$ cat src/rtl/spi_cmd_sequencer.sv
// Command-queueing front end for the SPI master: buffers {byte, slave} commands,
// launches one transfer at a time and returns the received byte (or a watchdog error).
module spi_cmd_sequencer #(
  parameter  int NUM_SLAVES = 2,
  parameter  int DEPTH      = 4,
  parameter  int TIMEOUT    = 64,
  localparam int SW         = (NUM_SLAVES > 1) ? $clog2(NUM_SLAVES) : 1
) (
  input  logic          clk,
  input  logic          rst,
  input  logic          cmd_valid,
  output logic          cmd_ready,
  input  logic [7:0]    cmd_data,
  input  logic [SW-1:0] cmd_slave,
  output logic          rsp_valid,
  input  logic          rsp_ready,
  output logic [7:0]    rsp_data,
  output logic [SW-1:0] rsp_slave,
  output logic          rsp_err,
  output logic          m_start,
  output logic [7:0]    m_data_in,
  output logic [SW-1:0] m_slave_select,
  input  logic [7:0]    m_data_out,
  input  logic          m_done,
  output logic          busy
);
  localparam int AW = $clog2(DEPTH);
  localparam int CW = AW + 1;
  localparam int WW = $clog2(TIMEOUT + 1);

  typedef struct packed { logic [SW-1:0] slave; logic [7:0] data; } cmd_t;
  typedef struct packed { logic err; logic [SW-1:0] slave; logic [7:0] data; } rsp_t;
  typedef enum logic [1:0] {IDLE, ISSUE, WAIT_LOW, WAIT_HIGH} state_t;

  state_t        state, state_nx;
  logic          launch, rsp_push, rsp_pop, cmd_push, wdog_clr, wdog_exp;
  logic [WW-1:0] wdog;
  rsp_t          rsp_in, rsp_head;
  cmd_t          cmd_head;

  // command FIFO
  cmd_t          cmd_mem [DEPTH];
  logic [AW-1:0] cmd_wp, cmd_rp;
  logic [CW-1:0] cmd_cnt;

  assign cmd_ready = (cmd_cnt != CW'(DEPTH));
  assign cmd_push  = cmd_valid && cmd_ready;
  assign cmd_head  = cmd_mem[cmd_rp];

  always_ff @(posedge clk or posedge rst) begin
    if (rst) begin
      cmd_wp  <= '0;
      cmd_rp  <= '0;
      cmd_cnt <= '0;
    end else begin
      if (cmd_push) cmd_wp <= cmd_wp + 1'b1;
      if (launch)   cmd_rp <= cmd_rp + 1'b1;
      cmd_cnt <= cmd_cnt + CW'(cmd_push) - CW'(launch);
    end
  end

  always_ff @(posedge clk) begin
    if (cmd_push) cmd_mem[cmd_wp] <= {cmd_slave, cmd_data};
  end

  // response FIFO; storage is cleared so the head reads zero out of reset
  rsp_t          rsp_mem [DEPTH];
  logic [AW-1:0] rsp_wp, rsp_rp;
  logic [CW-1:0] rsp_cnt;

  assign rsp_valid = (rsp_cnt != '0);
  assign rsp_pop   = rsp_valid && rsp_ready;
  assign rsp_head  = rsp_mem[rsp_rp];
  assign rsp_data  = rsp_head.data;
  assign rsp_slave = rsp_head.slave;
  assign rsp_err   = rsp_head.err;

  always_ff @(posedge clk or posedge rst) begin
    if (rst) begin
      rsp_wp  <= '0;
      rsp_rp  <= '0;
      rsp_cnt <= '0;
      for (int i = 0; i < DEPTH; i++) rsp_mem[i] <= '0;
    end else begin
      if (rsp_push) begin
        rsp_mem[rsp_wp] <= rsp_in;
        rsp_wp          <= rsp_wp + 1'b1;
      end
      if (rsp_pop) rsp_rp <= rsp_rp + 1'b1;
      rsp_cnt <= rsp_cnt + CW'(rsp_push) - CW'(rsp_pop);
    end
  end

  // sequencer FSM; a launch needs a free response slot so the result can never be dropped
  assign wdog_exp = (wdog >= WW'(TIMEOUT - 1));

  always_ff @(posedge clk or posedge rst) begin
    if (rst) state <= IDLE;
    else     state <= state_nx;
  end

  always_comb begin
    state_nx = state;
    launch   = 1'b0;
    wdog_clr = 1'b0;
    rsp_push = 1'b0;
    rsp_in   = '{err: 1'b1, slave: m_slave_select, data: 8'h00};
    case (state)
      IDLE: begin
        if (cmd_cnt != '0 && rsp_cnt != CW'(DEPTH)) begin
          launch   = 1'b1;
          state_nx = ISSUE;
        end
      end
      ISSUE: begin
        wdog_clr = 1'b1;
        state_nx = WAIT_LOW;
      end
      WAIT_LOW: begin
        if (!m_done) begin
          wdog_clr = 1'b1;
          state_nx = WAIT_HIGH;
        end else if (wdog_exp) begin
          rsp_push = 1'b1;
          state_nx = IDLE;
        end
      end
      WAIT_HIGH: begin
        if (m_done) begin
          rsp_push = 1'b1;
          rsp_in   = '{err: 1'b0, slave: m_slave_select, data: m_data_out};
          state_nx = IDLE;
        end else if (wdog_exp) begin
          rsp_push = 1'b1;
          state_nx = IDLE;
        end
      end
      default: state_nx = IDLE;
    endcase
  end

  // watchdog: counts wait cycles, saturates at TIMEOUT
  always_ff @(posedge clk or posedge rst) begin
    if (rst)                                    wdog <= '0;
    else if (wdog_clr)                          wdog <= '0;
    else if ((state == WAIT_LOW || state == WAIT_HIGH) &&
             wdog != WW'(TIMEOUT))              wdog <= wdog + 1'b1;
  end

  // master-side outputs; data/select hold the last launched command
  always_ff @(posedge clk or posedge rst) begin
    if (rst) begin
      m_start        <= 1'b0;
      m_data_in      <= '0;
      m_slave_select <= '0;
    end else begin
      m_start <= launch;
      if (launch) begin
        m_data_in      <= cmd_head.data;
        m_slave_select <= cmd_head.slave;
      end
    end
  end

  assign busy = (state != IDLE) || (cmd_cnt != '0);

endmodule

$ cat config.mk
export PLATFORM = sky130hd
export DESIGN_NAME = spi_cmd_sequencer
export DESIGN_NICKNAME = d
export VERILOG_FILES = /design/src/rtl/spi_cmd_sequencer.sv
export SDC_FILE = /design/constraint.sdc
export NUM_CORES = 1
export LEC_CHECK = 0
export CAP_MARGIN = 20
export CORE_MARGIN = 2
export CORE_UTILIZATION = 51
export CTS_CLUSTER_SIZE = 10
export DETAILED_ROUTE_END_ITERATION = 16
export PLACE_DENSITY = 0.75
export SETUP_SLACK_MARGIN = 0.2
export SLEW_MARGIN = 20
export SYNTH_ARGS = -nofsm -noshare
export SYNTH_HDL_FRONTEND = slang
export SYNTH_SLANG_ARGS = --single-unit
$ cat constraint.sdc
create_clock -name clk -period 2.4 [get_ports clk]
set_input_delay 0.24 -clock clk [delete_from_list [all_inputs] [get_ports clk]]
set_output_delay 0.24 -clock clk [all_outputs]
set_load 0.005 [all_outputs]
---- Yosys cells after proc, flatten, opt, wreduce, memory -nomap -nowiden ----
Memories as Yosys holds them, arrays and structs flattened. A register that Yosys moved wholly into a read port is not among the register bits.
Index checks and enable logic that the tools add are counted.
word-level totals
  bits in registers ....................... 64
  memory bits (writable) .................. 36
  bits of input ports ..................... 22
  output and inout bits ................... 23
  logic and storage cells ................. 81
  memories ................................ 1
memory list
  name     depth  width  rd ports  clocked after memory_dff  write ports  line  RTL
  cmd_mem  4      9      1         1                         1            42    cmd_t cmd_mem [DEPTH];
operators by class
  add/subtract/negate cells ............... 9
  magnitude comparators ................... 4
  equal/unequal tests ..................... 7
  mux-type cells .......................... 25
  bitwise operators ....................... 2
  reductions and logical operators ........ 12
operators with widths
  kind                                                                    number
  10-bit two-way mux                                                      5
  40-bit bitwise mux                                                      1
  10-bit binary-select mux with 2-bit select                              1
  10-bit demux with 2-bit select                                          1
  7-bit two-way mux                                                       2
  2-bit by 1-bit adder with 2-bit output (second input constant)          4
  1-bit two-way mux                                                       8
  2-bit two-way mux                                                       4
  2-bit one-hot mux with 4 select lines                                   1
  7-bit by 1-bit adder with 7-bit output (second input constant)          1
  7-bit by 6-bit >= comparator with 1-bit output (second input constant)  1
  7-bit != test (second input constant)                                   1
  3-bit by 1-bit adder with 3-bit output                                  2
  3-bit >= comparator (second input constant)                             2
  3-bit != test (second input constant)                                   2
  2-bit NOT with 3-bit output                                             2
  3-bit nonzero test                                                      2
  3-bit by 1-bit subtractor with 3-bit output                             2
  1-bit logical AND                                                       5
  2-bit == test (second input constant)                                   2
  1-bit one-hot mux with 2 select lines                                   2
  2-bit nonzero test                                                      2
  3-bit by 1-bit < comparator with 1-bit output (second input constant)   1
  2-bit by 1-bit == test with 1-bit output (second input constant)        1
  3 further kinds                                                         4

---- Longest topological paths before layout ----
  word-level depth ........................ 6
  depth in mapped cells ................... 9
  gate-level depth less buffers ........... 9

---- Worst setup path before layout ----
OpenSTA, ideal clock, no wires.
  kind .................................... register -> register
  from .................................... reg state[0]
  to ...................................... reg rsp_cnt[2]
  library setup time ...................... 0.125 ns
  data arrival time ....................... 2.202 ns
  required time ........................... 2.275 ns
  setup slack ............................. 0.073 ns
  stages on the path, launching flop included .. 10
  buffers on the path ..................... 0
  clock period less this slack ............ 2.327 ns
  cells stage by stage .................... dfrtp_1 inv_1 ha_1 a21oi_1 o31ai_4 ha_1 inv_1 fa_1 xnor2_1 xnor2_1
between the ends
  cells in the longest elaborated chain, start to end .. 4
  elaborated cells on any way between the ends .. 5
ends and longest elaborated chain
  what                                             line  RTL
  start, declared                                  35    state_t state, state_nx;
  start signal, assigned                           99    else state <= state_nx;
  2-bit == test                                    108   case (state)
  1-bit one-hot mux with 2 select lines (*)        108
  net rsp_push                                     36    logic launch, rsp_push, rsp_pop, cmd_push, wdog_clr, wdog_exp;
  3-bit by 1-bit adder with 3-bit output (*)       90    rsp_cnt <= rsp_cnt + CW'(rsp_push) - CW'(rsp_pop);
  3-bit by 1-bit subtractor with 3-bit output (*)  90
  end signal, assigned                             90
  end, declared                                    69    logic [CW-1:0] rsp_cnt;
Mark *: on every way through the listed nets, which the timed path passes. The rest lies on a longest branch.
A chain may end at the register's enable or synchronous reset.

---- Worst setup path in the final report ----
  from .................................... reg rsp_rp[0]
  to ...................................... out rsp_err
between the ends
  cells in the longest elaborated chain, start to end .. 4
ends and longest elaborated chain
  what                                                    line  RTL
  start, declared                                         68    logic [AW-1:0] rsp_wp, rsp_rp;
  start signal, assigned                                  89    if (rsp_pop) rsp_rp <= rsp_rp + 1'b1;
  2-bit NOT with 3-bit output (not written as such)       73    assign rsp_head = rsp_mem[rsp_rp];
  10-bit binary-select mux with 2-bit select              73
  10-bit two-way mux (not written as such) (2 in series)  73
  end, declared                                           19    output logic rsp_err,
Every way passes these cells. The select of a mux whose other input is x is not followed.

==> impl_metrics.tcl <==
set metrics [dict create \
    status "completed" \
    r2r_slack_ns 0.28 \
    place.gp.congestion 0.7749 \
    ys_warn_count 0 \
    std_cell_rows 35 \
    min_path_type "in -> async" \
    instances_no_fill 497 \
    worstPathRequired_ns 2.16 \
    tightest_slew_ns 0.5317 \
    yosys.area.top_type "dfrtp_1" \
    rsz0062_at_grt "no" \
    place_ws_ns 0.1401 \
    antenna_found_initial 0 \
    drt_iter0_markers 168 \
    p_per_area_mw_per_mm2 1251 \
    cts_max_level 3 \
    finalHoldViolations 0 \
    end_kind "output pin" \
    coreArea_mm2 0.009196 \
    crit_end "rsp_err" \
    tritoncts "built" \
    r2r_start "rsp_cnt[0]" \
    relSlewSlack_pct 64.24 \
    routedWlPerCell_um 18.10 \
    insertedDiodeCount 0 \
    areaGrowthSynthToFinish_pct 19.38 \
    initial_utilization_pct 52.15 \
    die_x_um 101.0 \
    dieHeight_um 101.0 \
    cap_violations 0 \
    layout.nets 424 \
    cp-start-kind "flop" \
    clock.fmax_mhz 468.6 \
    yosys-top-cells-area "dfrtp_1 38%, edfxtp_1 23%, mux4_2 8.9%" \
    routed_wirelength_um 8996 \
    fillers 695 \
    clkTransAtPathRegs_ns 0.11 \
    groute.usage.overall_pct 19.40 \
    cts_sinks 109 \
    avgViaCountPerCell 5.680 \
    grt_busiest_layer "met2" \
    grt_max_degree 74 \
    cp-startpoint "rsp_rp[0]" \
    min_period_ns 2.134 \
    ys_ff_latch 109 \
    slew_violations 0 \
    final_common_cell "dfrtp_1" \
    insertion_delay_ns 0.37 \
    ys.flop_type "dfrtp_1" \
    r2r_end "rsp_cnt[2]" \
    layout-drive-gt1-share_pct 29.79 \
    finalSetupViolations 0 \
    skew_ns 0.01537 \
    grt_use_met1_pct 24.57 \
    syn_avg_cell_area_um2 14.99 \
    io_pins 45 \
    synth_area_mm2 0.004796 \
    arrival_ns 1.89 \
    crit_type "reg -> out" \
    route.detailed.drc 0 \
    ant_nets 0 \
    syn_nets 363 \
    ys_async_sr_fraction_pct 66.97 \
    grt_util_met2_pct 34.15 \
    r2r_cells 9 \
    design.die.area_mm2 0.01019 \
    vias 2823 \
    io_buffers 44 \
    setup_ws_ns 0.2658 \
    finalSetupTns_ns 0 \
    clockBufferDepth 2 \
    fin_crit_sh_pct 88.92 \
    synth_top_area_share_pct 38.09 \
    cts_root_buf "clkbuf_8" \
    grt-ovfl-total 0 \
    mostFrequentLayoutCells "73 x dfrtp_1, 43 x clkdlybuf4s50_1, 36 x edfxtp_1" \
    grt_pass1_vias 3051 \
    ir_drop_mv 0.8257 \
    placed_cells 476 \
    critPathMaxFanout 7 \
    hold_buffers 0 \
    cts_buffers 9 \
    grt_pass1_wl_um 15150 \
    synth-edff-count 36 \
    synth_cells 320 \
    p_leak_nw 2.419 \
    grtUsageMet3_pct 4.092 \
    place_hpwl_um 6139 \
    first_pass_iters 4 \
    ys_seq_area_share_pct 60.63 \
    synth_cell_types 41 \
]
## per-stage QoR
step | utilization (%) | cell area [µm²] | hold WS [ns] | power, W
finish | 62.26 | 5725 | 0.2398 | 0.007163
global route | 62.26 | 5725 | 0.2917 | 0.007671
CTS | 61.93 | 5695 | 0.2546 | 0.007217
detailed placement | 59.27 | 5450 | 0.4837 | 0.006055
global placement | 59.27 | 5450 | 0.4772 | 0.005939
floorplan | - | 4816 | 0.3389 | 0.004928
## layer usage
layer | part of all wire (%) | routed length, µm
met3 | 4.1 | 372
met1 | 43 | 3906
met5 | 0 | 0
met2 | 51 | 4617
met4 | 1.1 | 99
## state kept, by name, summed over array words and instances, names as in the netlist
name,count
rsp_mem,40
cmd_mem,36
m_data_in,8
wdog,7
cmd_cnt,3
rsp_cnt,3
cmd_rp,2
cmd_wp,2
rsp_rp,2
rsp_wp,2
state,2
m_slave_select,1
m_start,1
## worst max-delay path, stage by stage (launching register included)
cell and delay, ns:
dfrtp_1 0.39, buf_6 0.17, mux4_2 0.52, clkdlybuf4s50_1 0.46
## Yosys cell counts, drive strengths merged (3+ instances only)
cell	number
dfrtp	73
edfxtp	36
a22o	32
ha	19
mux4	19
inv	18
nor2	16
nand2	14
a21oi	11
mux2	10
and3	9
xnor2	9
buf	8
o21ai	6
xor2	5
a221o	4
clkbuf	3
nor3b	3
## area by class of cell
| cell class | count | area (µm²) | area share, % |
|---|---|---|---|
| Sequential cell | 109 | 2908 | 50.79 |
| Multi-Input combinational cell | 182 | 1826 | 31.88 |
| Timing Repair Buffer | 61 | 586.8 | 10.25 |
| Tap cell | 111 | 138.9 | 2.426 |
| Clock buffer | 9 | 123.9 | 2.163 |
| Clock inverter | 7 | 75.07 | 1.311 |
| Inverter | 18 | 67.56 | 1.180 |
## worst min path at each step
stage                     cells past startpoint  slack, ns   startpoint             to
after floorplan                               0       0.34  cmd_data[0]  cmd_mem[0][0]
after global placement                        1       0.48  rsp_mem[13]    rsp_mem[13]
after detailed placement                      1       0.48  rsp_mem[13]    rsp_mem[13]
after CTS                                     3       0.25          rst   m_data_in[0]
after global routing                          3       0.29          rst   m_data_in[1]
final                                         3       0.24          rst      cmd_wp[1]
## power breakdown
group / switching (W) / total (W) / internal, W
combinational: 0.00128 / 0.00306 / 0.00178
clock: 0.000670 / 0.00108 / 0.000412
sequential: 0.000417 / 0.00302 / 0.00260
total: 0.00237 / 0.00716 / 0.00479
## kinds of logic (layout without fill, tap and decap cells)
logic type / Yosys count / count (layout) / share of synthesized area [%]
simple gates: 54 / 54 / 5.714
flops: 109 / 109 / 60.63
xor+xnor: 14 / 14 / 2.557
buf+inv: 29 / 95 / 2.348
compound gates: 63 / 63 / 11.48
fa+ha+maj: 21 / 21 / 5.792
mux: 30 / 30 / 11.48
## timing repair
item                                   CTS  global route
gates resized for setup                  8             2
endpoints found under the hold margin    0             0
pin swaps                                5             3
setup endpoints to repair                2             4
setup buffers                            2             3
No activity file was read; power rests on OpenSTA's default activity.
